File: config.mk
export PLATFORM = sky130hd
export DESIGN_NAME = vrf_sequencer
export DESIGN_NICKNAME = d
export VERILOG_FILES = /design/src/rtl/vrf_pkg.sv /design/src/rtl/vrf_seq_wpipe.sv /design/src/rtl/vrf_sequencer.sv
export SDC_FILE = /design/constraint.sdc
export NUM_CORES = 1
export LEC_CHECK = 0
export CAP_MARGIN = 40
export CELL_PAD_IN_SITES_DETAIL_PLACEMENT = 1
export CELL_PAD_IN_SITES_GLOBAL_PLACEMENT = 2
export CORE_MARGIN = 5
export CORE_UTILIZATION = 40
export DETAILED_ROUTE_END_ITERATION = 8
export DONT_BUFFER_PORTS = 1
export PLACE_DENSITY = 0.86
export SYNTH_ARGS = -nofsm -noshare
export SYNTH_HDL_FRONTEND = slang
export SYNTH_HIERARCHICAL = 1
export SYNTH_SLANG_ARGS = --single-unit
export TNS_END_PERCENT = 5
File: constraint.sdc
create_clock -name clk -period 4.9 [get_ports clk]
set_clock_uncertainty 0.1 [all_clocks]
set_input_delay 0.735 -clock clk [delete_from_list [all_inputs] [get_ports clk]]
set_output_delay 0.735 -clock clk [all_outputs]
set_load 0.005 [all_outputs]
File: src/rtl/vrf_pkg.sv
// -----------------------------------------------------------------------------
// vrf_pkg
// Shared definitions for the vector register file command sequencer:
// register file geometry, vtype field layout, sequencer state encoding and
// the vector-length helper functions used by the sequencer.
// -----------------------------------------------------------------------------
package vrf_pkg;

  localparam int VLEN    = 128;             // bits per vector register
  localparam int NREG    = 32;              // architectural vector registers
  localparam int REG_AW  = $clog2(NREG);    // register address width
  localparam int VL_W    = 9;               // width of vl
  localparam int VTYPE_W = 7;               // width of vtype

  // vtype field layout: [2:0] vlmul, [5:3] vsew, [6] vta
  localparam int VLMUL_LSB = 0;
  localparam int VSEW_LSB  = 3;
  localparam int VTA_BIT   = 6;

  typedef enum logic [1:0] {
    ST_IDLE  = 2'd0,
    ST_CFG   = 2'd1,
    ST_RUN   = 2'd2,
    ST_DRAIN = 2'd3
  } seq_state_e;

  // vlmul and vsew must both select one of the four supported encodings.
  function automatic logic vtype_legal(input logic [VTYPE_W-1:0] vt);
    return (vt[VLMUL_LSB +: 3] <= 3'd3) && (vt[VSEW_LSB +: 3] <= 3'd3);
  endfunction

  // VLMAX = (elements of SEW=8 per register << vlmul) >> vsew.
  function automatic logic [VL_W-1:0] calc_vlmax(input logic [2:0] vlmul,
                                                 input logic [2:0] vsew);
    logic [VL_W-1:0] w_grp;
    w_grp = VL_W'(VLEN / 8) << vlmul;
    return w_grp >> vsew;
  endfunction

  // Registers touched by a vector op: ceil(vl / elements-per-register).
  // Elements per register is 16 >> vsew, a power of two, so the division
  // becomes a round-up add followed by a right shift of (4 - vsew).
  function automatic logic [VL_W-1:0] calc_nreg(input logic [VL_W-1:0] vl,
                                                input logic [2:0]      vsew);
    logic [VL_W:0] w_sum;
    w_sum = {1'b0, vl} + (VL_W+1)'(5'd16 >> vsew) - (VL_W+1)'(1);
    return VL_W'(w_sum >> (3'd4 - vsew));
  endfunction

endpackage

File: src/rtl/vrf_seq_wpipe.sv
// -----------------------------------------------------------------------------
// vrf_seq_wpipe
// DEPTH-stage delay line carrying {valid, write address} from read-address
// issue to register-file write-back, matching the execute-unit latency.
//
// Ports
//   clk      in   clock
//   rst      in   asynchronous active-low reset (clears all valid bits)
//   i_clr    in   synchronous clear of all valid bits
//   i_valid  in   an element group is issued this cycle
//   i_addr   in   destination register of the issued group
//   o_valid  out  write-back this cycle (oldest stage)
//   o_addr   out  write-back address, 0 when o_valid is low
//   o_busy   out  a group is still in flight behind the oldest stage
// -----------------------------------------------------------------------------
module vrf_seq_wpipe #(
  parameter int DEPTH = 1,
  parameter int AW    = 5
) (
  input  logic          clk,
  input  logic          rst,
  input  logic          i_clr,
  input  logic          i_valid,
  input  logic [AW-1:0] i_addr,
  output logic          o_valid,
  output logic [AW-1:0] o_addr,
  output logic          o_busy
);

  logic [DEPTH-1:0] r_vld;
  logic [AW-1:0]    r_addr [DEPTH];

  // NOTE: state is updated with non-blocking assignments so every stage
  // samples its predecessor's pre-edge value; blocking here would collapse
  // the whole line into a single stage.
  always_ff @(posedge clk or negedge rst) begin
    if (!rst) begin
      r_vld <= '0;
    end else if (i_clr) begin
      r_vld <= '0;
    end else begin
      r_vld[0] <= i_valid;
      for (int i = 1; i < DEPTH; i++) r_vld[i] <= r_vld[i-1];
    end
  end

  // NOTE: the address stages are a plain data array with no reset; the
  // valid bits alone decide whether an address is ever observed.
  always_ff @(posedge clk) begin
    r_addr[0] <= i_addr;
    for (int i = 1; i < DEPTH; i++) r_addr[i] <= r_addr[i-1];
  end

  assign o_valid = r_vld[DEPTH-1];
  assign o_addr  = r_vld[DEPTH-1] ? r_addr[DEPTH-1] : '0;

  // NOTE: the default assignment ahead of the loop keeps this block purely
  // combinational; leaving it out would infer a latch.
  always_comb begin
    o_busy = 1'b0;
    for (int i = 0; i < DEPTH - 1; i++) o_busy = o_busy | r_vld[i];
  end

endmodule

File: src/rtl/vrf_sequencer.sv
// -----------------------------------------------------------------------------
// vrf_sequencer
// Control sequencer in front of the vector register file. Accepts vsetvl and
// vector-op commands; vsetvl writes vl/vtype, vector ops walk the LMUL
// register group one register per cycle and schedule the delayed write-back.
// Register data never passes through this block.
//
// Build option
//   VRF_SEQ_ALIGN_CHECK_EN  when defined, a vector op whose vd/vs1/vs2 is not
//                           a multiple of LMUL completes at once with err.
//
// Ports
//   clk, rst                     clock, asynchronous active-low reset
//   cmd_valid / cmd_ready        command handshake (ready only while idle)
//   cmd_op                       0 = vector op, 1 = vsetvl
//   cmd_vd, cmd_vs1, cmd_vs2     register group bases
//   cmd_avl, cmd_vtype           vsetvl operands
//   vl, vtype                    current register-file vl/vtype
//   rf_raA, rf_raB               read addresses (vs1+i, vs2+i)
//   rf_wa, rf_wen                write-back address / enable
//   rf_vl_in/_wen, rf_vtype_in/_wen  vl / vtype update
//   exe_valid                    read addresses form a valid element group
//   done, err                    completion pulse, illegal-command pulse
// -----------------------------------------------------------------------------
module vrf_sequencer
  import vrf_pkg::*;
#(
  parameter int AVL_W   = 16,
  parameter int EXE_LAT = 1
) (
  input  logic               clk,
  input  logic               rst,
  input  logic               cmd_valid,
  output logic               cmd_ready,
  input  logic               cmd_op,
  input  logic [REG_AW-1:0]  cmd_vd,
  input  logic [REG_AW-1:0]  cmd_vs1,
  input  logic [REG_AW-1:0]  cmd_vs2,
  input  logic [AVL_W-1:0]   cmd_avl,
  input  logic [VTYPE_W-1:0] cmd_vtype,
  input  logic [VL_W-1:0]    vl,
  input  logic [VTYPE_W-1:0] vtype,
  output logic [REG_AW-1:0]  rf_raA,
  output logic [REG_AW-1:0]  rf_raB,
  output logic [REG_AW-1:0]  rf_wa,
  output logic               rf_wen,
  output logic [VL_W-1:0]    rf_vl_in,
  output logic               rf_vl_wen,
  output logic [VTYPE_W-1:0] rf_vtype_in,
  output logic               rf_vtype_wen,
  output logic               exe_valid,
  output logic               done,
  output logic               err
);

  seq_state_e          r_state;
  logic                r_alive;      // low only until the first clock after reset
  logic [REG_AW-1:0]   r_vd, r_vs1, r_vs2;
  logic [VL_W-1:0]     r_nreg, r_idx;
  logic [VL_W-1:0]     r_cfg_vl;
  logic [VTYPE_W-1:0]  r_cfg_vtype;
  logic                r_cfg_err;
  logic                r_imm_done, r_imm_err;

  logic                w_accept;
  logic                w_cfg_legal;
  logic [VL_W-1:0]     w_vlmax, w_cfg_vl;
  logic                w_aligned, w_vop_legal;
  logic [VL_W-1:0]     w_vop_nreg;
  logic                w_issue;
  logic [REG_AW-1:0]   w_wr_addr;
  logic                w_pipe_busy;
  logic                w_unused_vta;

  assign w_accept = cmd_valid & cmd_ready;

  // vsetvl result, computed from the command itself at acceptance
  assign w_cfg_legal = vtype_legal(cmd_vtype);
  assign w_vlmax     = calc_vlmax(cmd_vtype[VLMUL_LSB +: 3], cmd_vtype[VSEW_LSB +: 3]);
  assign w_cfg_vl    = (cmd_avl < AVL_W'(w_vlmax)) ? cmd_avl[VL_W-1:0] : w_vlmax;

`ifdef VRF_SEQ_ALIGN_CHECK_EN
  logic [REG_AW-1:0] w_grp_mask;
  assign w_grp_mask = (REG_AW'(1) << vtype[VLMUL_LSB +: 3]) - REG_AW'(1);
  assign w_aligned  = ((cmd_vd | cmd_vs1 | cmd_vs2) & w_grp_mask) == '0;
`else
  assign w_aligned  = 1'b1;
`endif

  // Vector ops use vl/vtype as they stand at acceptance.
  assign w_vop_legal  = vtype_legal(vtype) & w_aligned;
  assign w_vop_nreg   = calc_nreg(vl, vtype[VSEW_LSB +: 3]);
  assign w_unused_vta = vtype[VTA_BIT];

  always_ff @(posedge clk or negedge rst) begin
    if (!rst) begin
      r_state     <= ST_IDLE;
      r_alive     <= 1'b0;
      r_vd        <= '0;
      r_vs1       <= '0;
      r_vs2       <= '0;
      r_nreg      <= '0;
      r_idx       <= '0;
      r_cfg_vl    <= '0;
      r_cfg_vtype <= '0;
      r_cfg_err   <= 1'b0;
      r_imm_done  <= 1'b0;
      r_imm_err   <= 1'b0;
    end else begin
      r_alive    <= 1'b1;
      r_imm_done <= 1'b0;
      r_imm_err  <= 1'b0;
      unique case (r_state)
        ST_IDLE: begin
          if (w_accept) begin
            if (cmd_op) begin
              r_cfg_vl    <= w_cfg_legal ? w_cfg_vl : '0;
              r_cfg_vtype <= w_cfg_legal ? cmd_vtype : '0;
              r_cfg_err   <= ~w_cfg_legal;
              r_state     <= ST_CFG;
            end else if (!w_vop_legal || (w_vop_nreg == '0)) begin
              // Nothing to issue: report completion next cycle, stay idle.
              r_imm_done <= 1'b1;
              r_imm_err  <= ~w_vop_legal;
            end else begin
              r_vd    <= cmd_vd;
              r_vs1   <= cmd_vs1;
              r_vs2   <= cmd_vs2;
              r_nreg  <= w_vop_nreg;
              r_idx   <= '0;
              r_state <= ST_RUN;
            end
          end
        end
        ST_CFG: r_state <= ST_IDLE;
        ST_RUN: begin
          r_idx <= r_idx + VL_W'(1);
          if (r_idx == r_nreg - VL_W'(1)) r_state <= ST_DRAIN;
        end
        ST_DRAIN: begin
          // Only the oldest stage may still hold a write: it retires now.
          if (!w_pipe_busy) r_state <= ST_IDLE;
        end
        default: r_state <= ST_IDLE;
      endcase
    end
  end

  assign w_issue   = (r_state == ST_RUN);
  assign w_wr_addr = r_vd + r_idx[REG_AW-1:0];

  vrf_seq_wpipe #(
    .DEPTH (EXE_LAT),
    .AW    (REG_AW)
  ) u_wpipe (
    .clk     (clk),
    .rst     (rst),
    .i_clr   (r_state == ST_IDLE),
    .i_valid (w_issue),
    .i_addr  (w_wr_addr),
    .o_valid (rf_wen),
    .o_addr  (rf_wa),
    .o_busy  (w_pipe_busy)
  );

  assign cmd_ready    = r_alive & (r_state == ST_IDLE);
  assign exe_valid    = w_issue;
  assign rf_raA       = w_issue ? r_vs1 + r_idx[REG_AW-1:0] : '0;
  assign rf_raB       = w_issue ? r_vs2 + r_idx[REG_AW-1:0] : '0;
  assign rf_vl_wen    = (r_state == ST_CFG);
  assign rf_vtype_wen = (r_state == ST_CFG);
  assign rf_vl_in     = (r_state == ST_CFG) ? r_cfg_vl : '0;
  assign rf_vtype_in  = (r_state == ST_CFG) ? r_cfg_vtype : '0;
  assign done         = (r_state == ST_CFG) | ((r_state == ST_DRAIN) & ~w_pipe_busy) | r_imm_done;
  assign err          = ((r_state == ST_CFG) & r_cfg_err) | r_imm_err;

endmodule

==> flow_summary_export.csv <==
group,metric,value,unit
run_status,result_of_the_run,"complete, no violations",
cts,clock_tree.htree_level_count,3,
cells_and_area,ff_latch_area,0.00150,mm²
placed_design,dp.cells,684,
route,violation_count_after_the_first_detailed_routing_iteration,260,
grt,grt_start_max_net_pins,57,
logic_synthesis,ys_ff_latch,61,
pwr,pwr_density_cell,439,mW/mm²
logic_synthesis,post_synth_main_area_contributors,"dfrtp_1 (28%), ha_1 (10%), mux2_4 (4.5%)",
cts,cts_buffers,9,
sta,postLayoutSetupSlackWorst,0.460,ns
cells_and_area,post_layout_nonfiller_instances,701,
sta,achievable-frequency,225,MHz
grt,grt_first_pass_wirelength,20700,µm
cts,ctsResizeCount,0,
cts,clk_root_buffer_cell,"clkbuf_16",
worst_setup_path,setup_slack_on_the_worst_flop_to_flop_path,1.98,ns
cells_and_area,non_filler_cell_area_final,0.00537,mm²
sta,setup_total_negative_slack,0,ns
worst_setup_path,rr_startpoint,"r_state[0]",
sta,hold-worst-slack,0.155,ns
placed_design,place.port_buffers,0,
pwr,static-leakage-power,2.55,nW
placed_design,placement.cell_area,0.00506,mm²
logic_synthesis,count_of_flip_flops_with_a_built_in_enable_after_synthesis,0,
route,via_count,3965,
cells_and_area,multi_input_area,0.00313,mm²
route,drt_pass1_iterations,5,
route,route.final.wire_length,12700,µm
worst_setup_path,type_of_the_worst_setup_path,"in -> reg",
cts,clock_tree_from_tritoncts,"built",
route,post-route-drc-count,0,
sta,fin_crit_sh,90.6,%
worst_setup_path,crit_path_start_kind,"primary input",
logic_synthesis,synth_area,0.00497,mm²
sta,final_period_minus_worst_setup_slack,4.44,ns
cts,clk_path_buf_depth,2,
worst_setup_path,worstPathArrival,4.55,ns
logic_synthesis,seq_area_frac_synth,30.2,%
cts,post_cts_buffers,0,
pwr,worst_ir_drop_vdd,0.000226,V
cts,cts_num_sinks,61,
placed_design,post-place-ws,0.0886,ns
route,vias_per_cell,5.66,
logic_synthesis,synth-warning-count,6,
sta,max_slew_margin,52.2,%
die,rows,40,
cells_and_area,synthToLayoutAreaGrowth,8.03,%
logic_synthesis,synth.largest_area_cell,"dfrtp_1",
sta,final-hold-violation-count,0,
route,routed_length_per_instance,18.1,µm
logic_synthesis,ys_types,72,
sta,worstMarginPinSlew,0.717,ns
logic_synthesis,synth_flop_cell,"dfrtp_1",
sta,final-setup-viol-count,0,
logic_synthesis,syn_nets,644,
grt,grt_pass1_vias,4145,
cts,clock_latency,0.33,ns
placed_design,routabilityCongestion,0.813,
grt,grt.overflow.total,0,
sta,report.final.slew_viol_count,0,
logic_synthesis,synth_top_area_share,28.2,%
worst_setup_path,worst-endpoint-required,5.01,ns
cts,clk_pin_slew,0.06,ns
worst_setup_path,worstRegToRegCells,6,
die,die-area,0.0148,mm²
cells_and_area,n_antenna_cell,0,
die,die_height,121,µm
route,drt.antenna.violating_nets,0,
worst_hold_path,hold_path_class,"in -> async",
logic_synthesis,synthArstFlopShare,91.8,%
sta,unrepaired_setup_endpoints_after_global_routing,"no",
grt,antenna_found_initial,0,
die,starting_utilization_of_the_core_area,41.0,%
die,die_width,121,µm
cells_and_area,final_nets,631,
worst_setup_path,worst_setup_path_end_kind,"flop",
logic_synthesis,syn_avg_cell_area,9.19,µm²
logic_synthesis,syn_inst,541,
cells_and_area,layout-drive-gt1-share,12.4,%
cells_and_area,n_fill_cell,1409,
flow_run,cap_violations,0,
grt,overall_routing_resource_usage,17.3,%
placed_design,dp_hpwl,9470,µm
die,design.core.area,0.0121,mm²
worst_setup_path,cp_max_fo,34,
die,boundaryPins,96,
worst_setup_path,critical_path.reg2reg.endpoint,"r_cfg_vtype[3]",
==> kinds of logic (layout without fill, tap and decap cells) <==
| kind of cell | after synthesis | after routing | share of synthesized area (%) |
|---|---|---|---|
| AO/OA/AOI/OAI | 126 | 126 | 18.3 |
| flip-flops | 61 | 61 | 30.2 |
| buffers and inverters | 75 | 67 | 6.80 |
| multiplexers | 35 | 35 | 9.69 |
| other | 2 | 2 | 0.151 |
| XOR/XNOR | 26 | 26 | 4.58 |
| AND/OR/NAND/NOR | 171 | 171 | 18.3 |
| adder cells (fa/ha/maj) | 45 | 45 | 11.9 |
==> metrics by stage <==
step,power [W],util [%]
floorplan,0.00154,-
global placement,0.00168,41.7
detailed placement,0.00174,41.8
CTS,0.00238,44.3
global route,0.00254,44.3
finish,0.00236,44.3
==> cells in the mapped netlist (3+ instances only) <==
library cell,count
o211ai_1,6
or3b_2,3
xor2_1,15
nand3_1,15
buf_4,3
nor2_1,31
nand2b_1,10
inv_1,43
mux2_4,15
nor2b_1,9
a22o_1,13
a21o_1,13
a22oi_1,3
o31ai_1,3
nand4_1,5
a31o_2,9
or3_1,4
mux2i_1,11
nand2_1,35
mux2_2,5
o22ai_1,5
fa_1,4
dfrtp_1,56
o21ai_0,23
a31oi_1,3
ha_1,41
dfxtp_1,5
a21oi_1,22
mux4_2,4
clkbuf_1,21
xnor2_1,11
nand3b_1,3
and2_1,28
nor3_1,13
==> placed cells by master (no fill, tap or decap), types with 22 or more instances in the layout <==
master / count
a21oi_1: 22
and2_1: 28
dfrtp_1: 56
ha_1: 41
inv_1: 43
nand2_1: 35
nor2_1: 31
o21ai_0: 23
==> state kept, by name, summed over array words and instances, names as in the netlist <==
register	cells
r_alive	1
r_cfg_err	1
r_cfg_vl	9
r_cfg_vtype	7
r_idx	9
r_imm_done	1
r_imm_err	1
r_nreg	9
r_state	2
r_vd	5
r_vs1	5
r_vs2	5
u_wpipe/o_valid	1
u_wpipe/r_addr	5
==> report_power, final <==
group	internal, W	total [W]	switching, W	leakage (nW)
sequential	0.000648	0.000830	0.000182	0.776
clock	0.000367	0.000589	0.000223	0.138
combinational	0.000462	0.000938	0.000476	1.64
total	0.00148	0.00236	0.000881	2.55
==> layout make-up <==
| type | count | share of cell area (%) |
|---|---|---|
| clock buffer | 12 | 4.78 |
| clock inverter | 4 | 0.419 |
| inverter | 45 | 3.17 |
| multi-input combinational | 405 | 58.3 |
| sequential | 61 | 28.0 |
| tap | 168 | 3.91 |
| timing repair buffer | 6 | 1.44 |
==> metal layers <==
layer	track usage (%)	routed length, µm	vias up	share of wire [%]
li1	-	-	1891	-
met1	21.1	5390	1974	43
met2	30.4	6400	86	50
met3	3.59	691	14	5.5
met4	5.67	192	0	1.5
met5	0	0	-	0
==> timing repair <==
action                                  4_1_cts  5_1_grt
endpoints found under the setup margin        0        0
hold endpoints to repair                     56        0
hold buffers                                  1        0
==> worst max-delay path, cell delays in order <==
cell      delay [ns]
inv_1           0.05
ha_1            0.20
ha_1            0.18
inv_1           0.06
ha_1            0.13
inv_1           0.05
ha_1            0.23
fa_1            0.46
a21o_1          0.23
a221oi_2        0.28
xor2_1          0.27
mux4_2          0.31
or3b_1          0.40
o31ai_4         0.19
or2_1           0.17
buf_12          0.24
mux2_2          0.37
==> how the worst max path moves through the flow <==
stage | end | startpoint | depth (start not counted)
global placement | r_nreg[5] | vtype[4] | 17
global route | r_nreg[2] | vtype[4] | 17
floorplan | r_vd[0] | vtype[3] | 19
finish | r_nreg[3] | vtype[4] | 17
CTS | r_nreg[3] | vtype[3] | 17
detailed placement | r_nreg[3] | vtype[4] | 17
(Power assumes the default switching activity.)
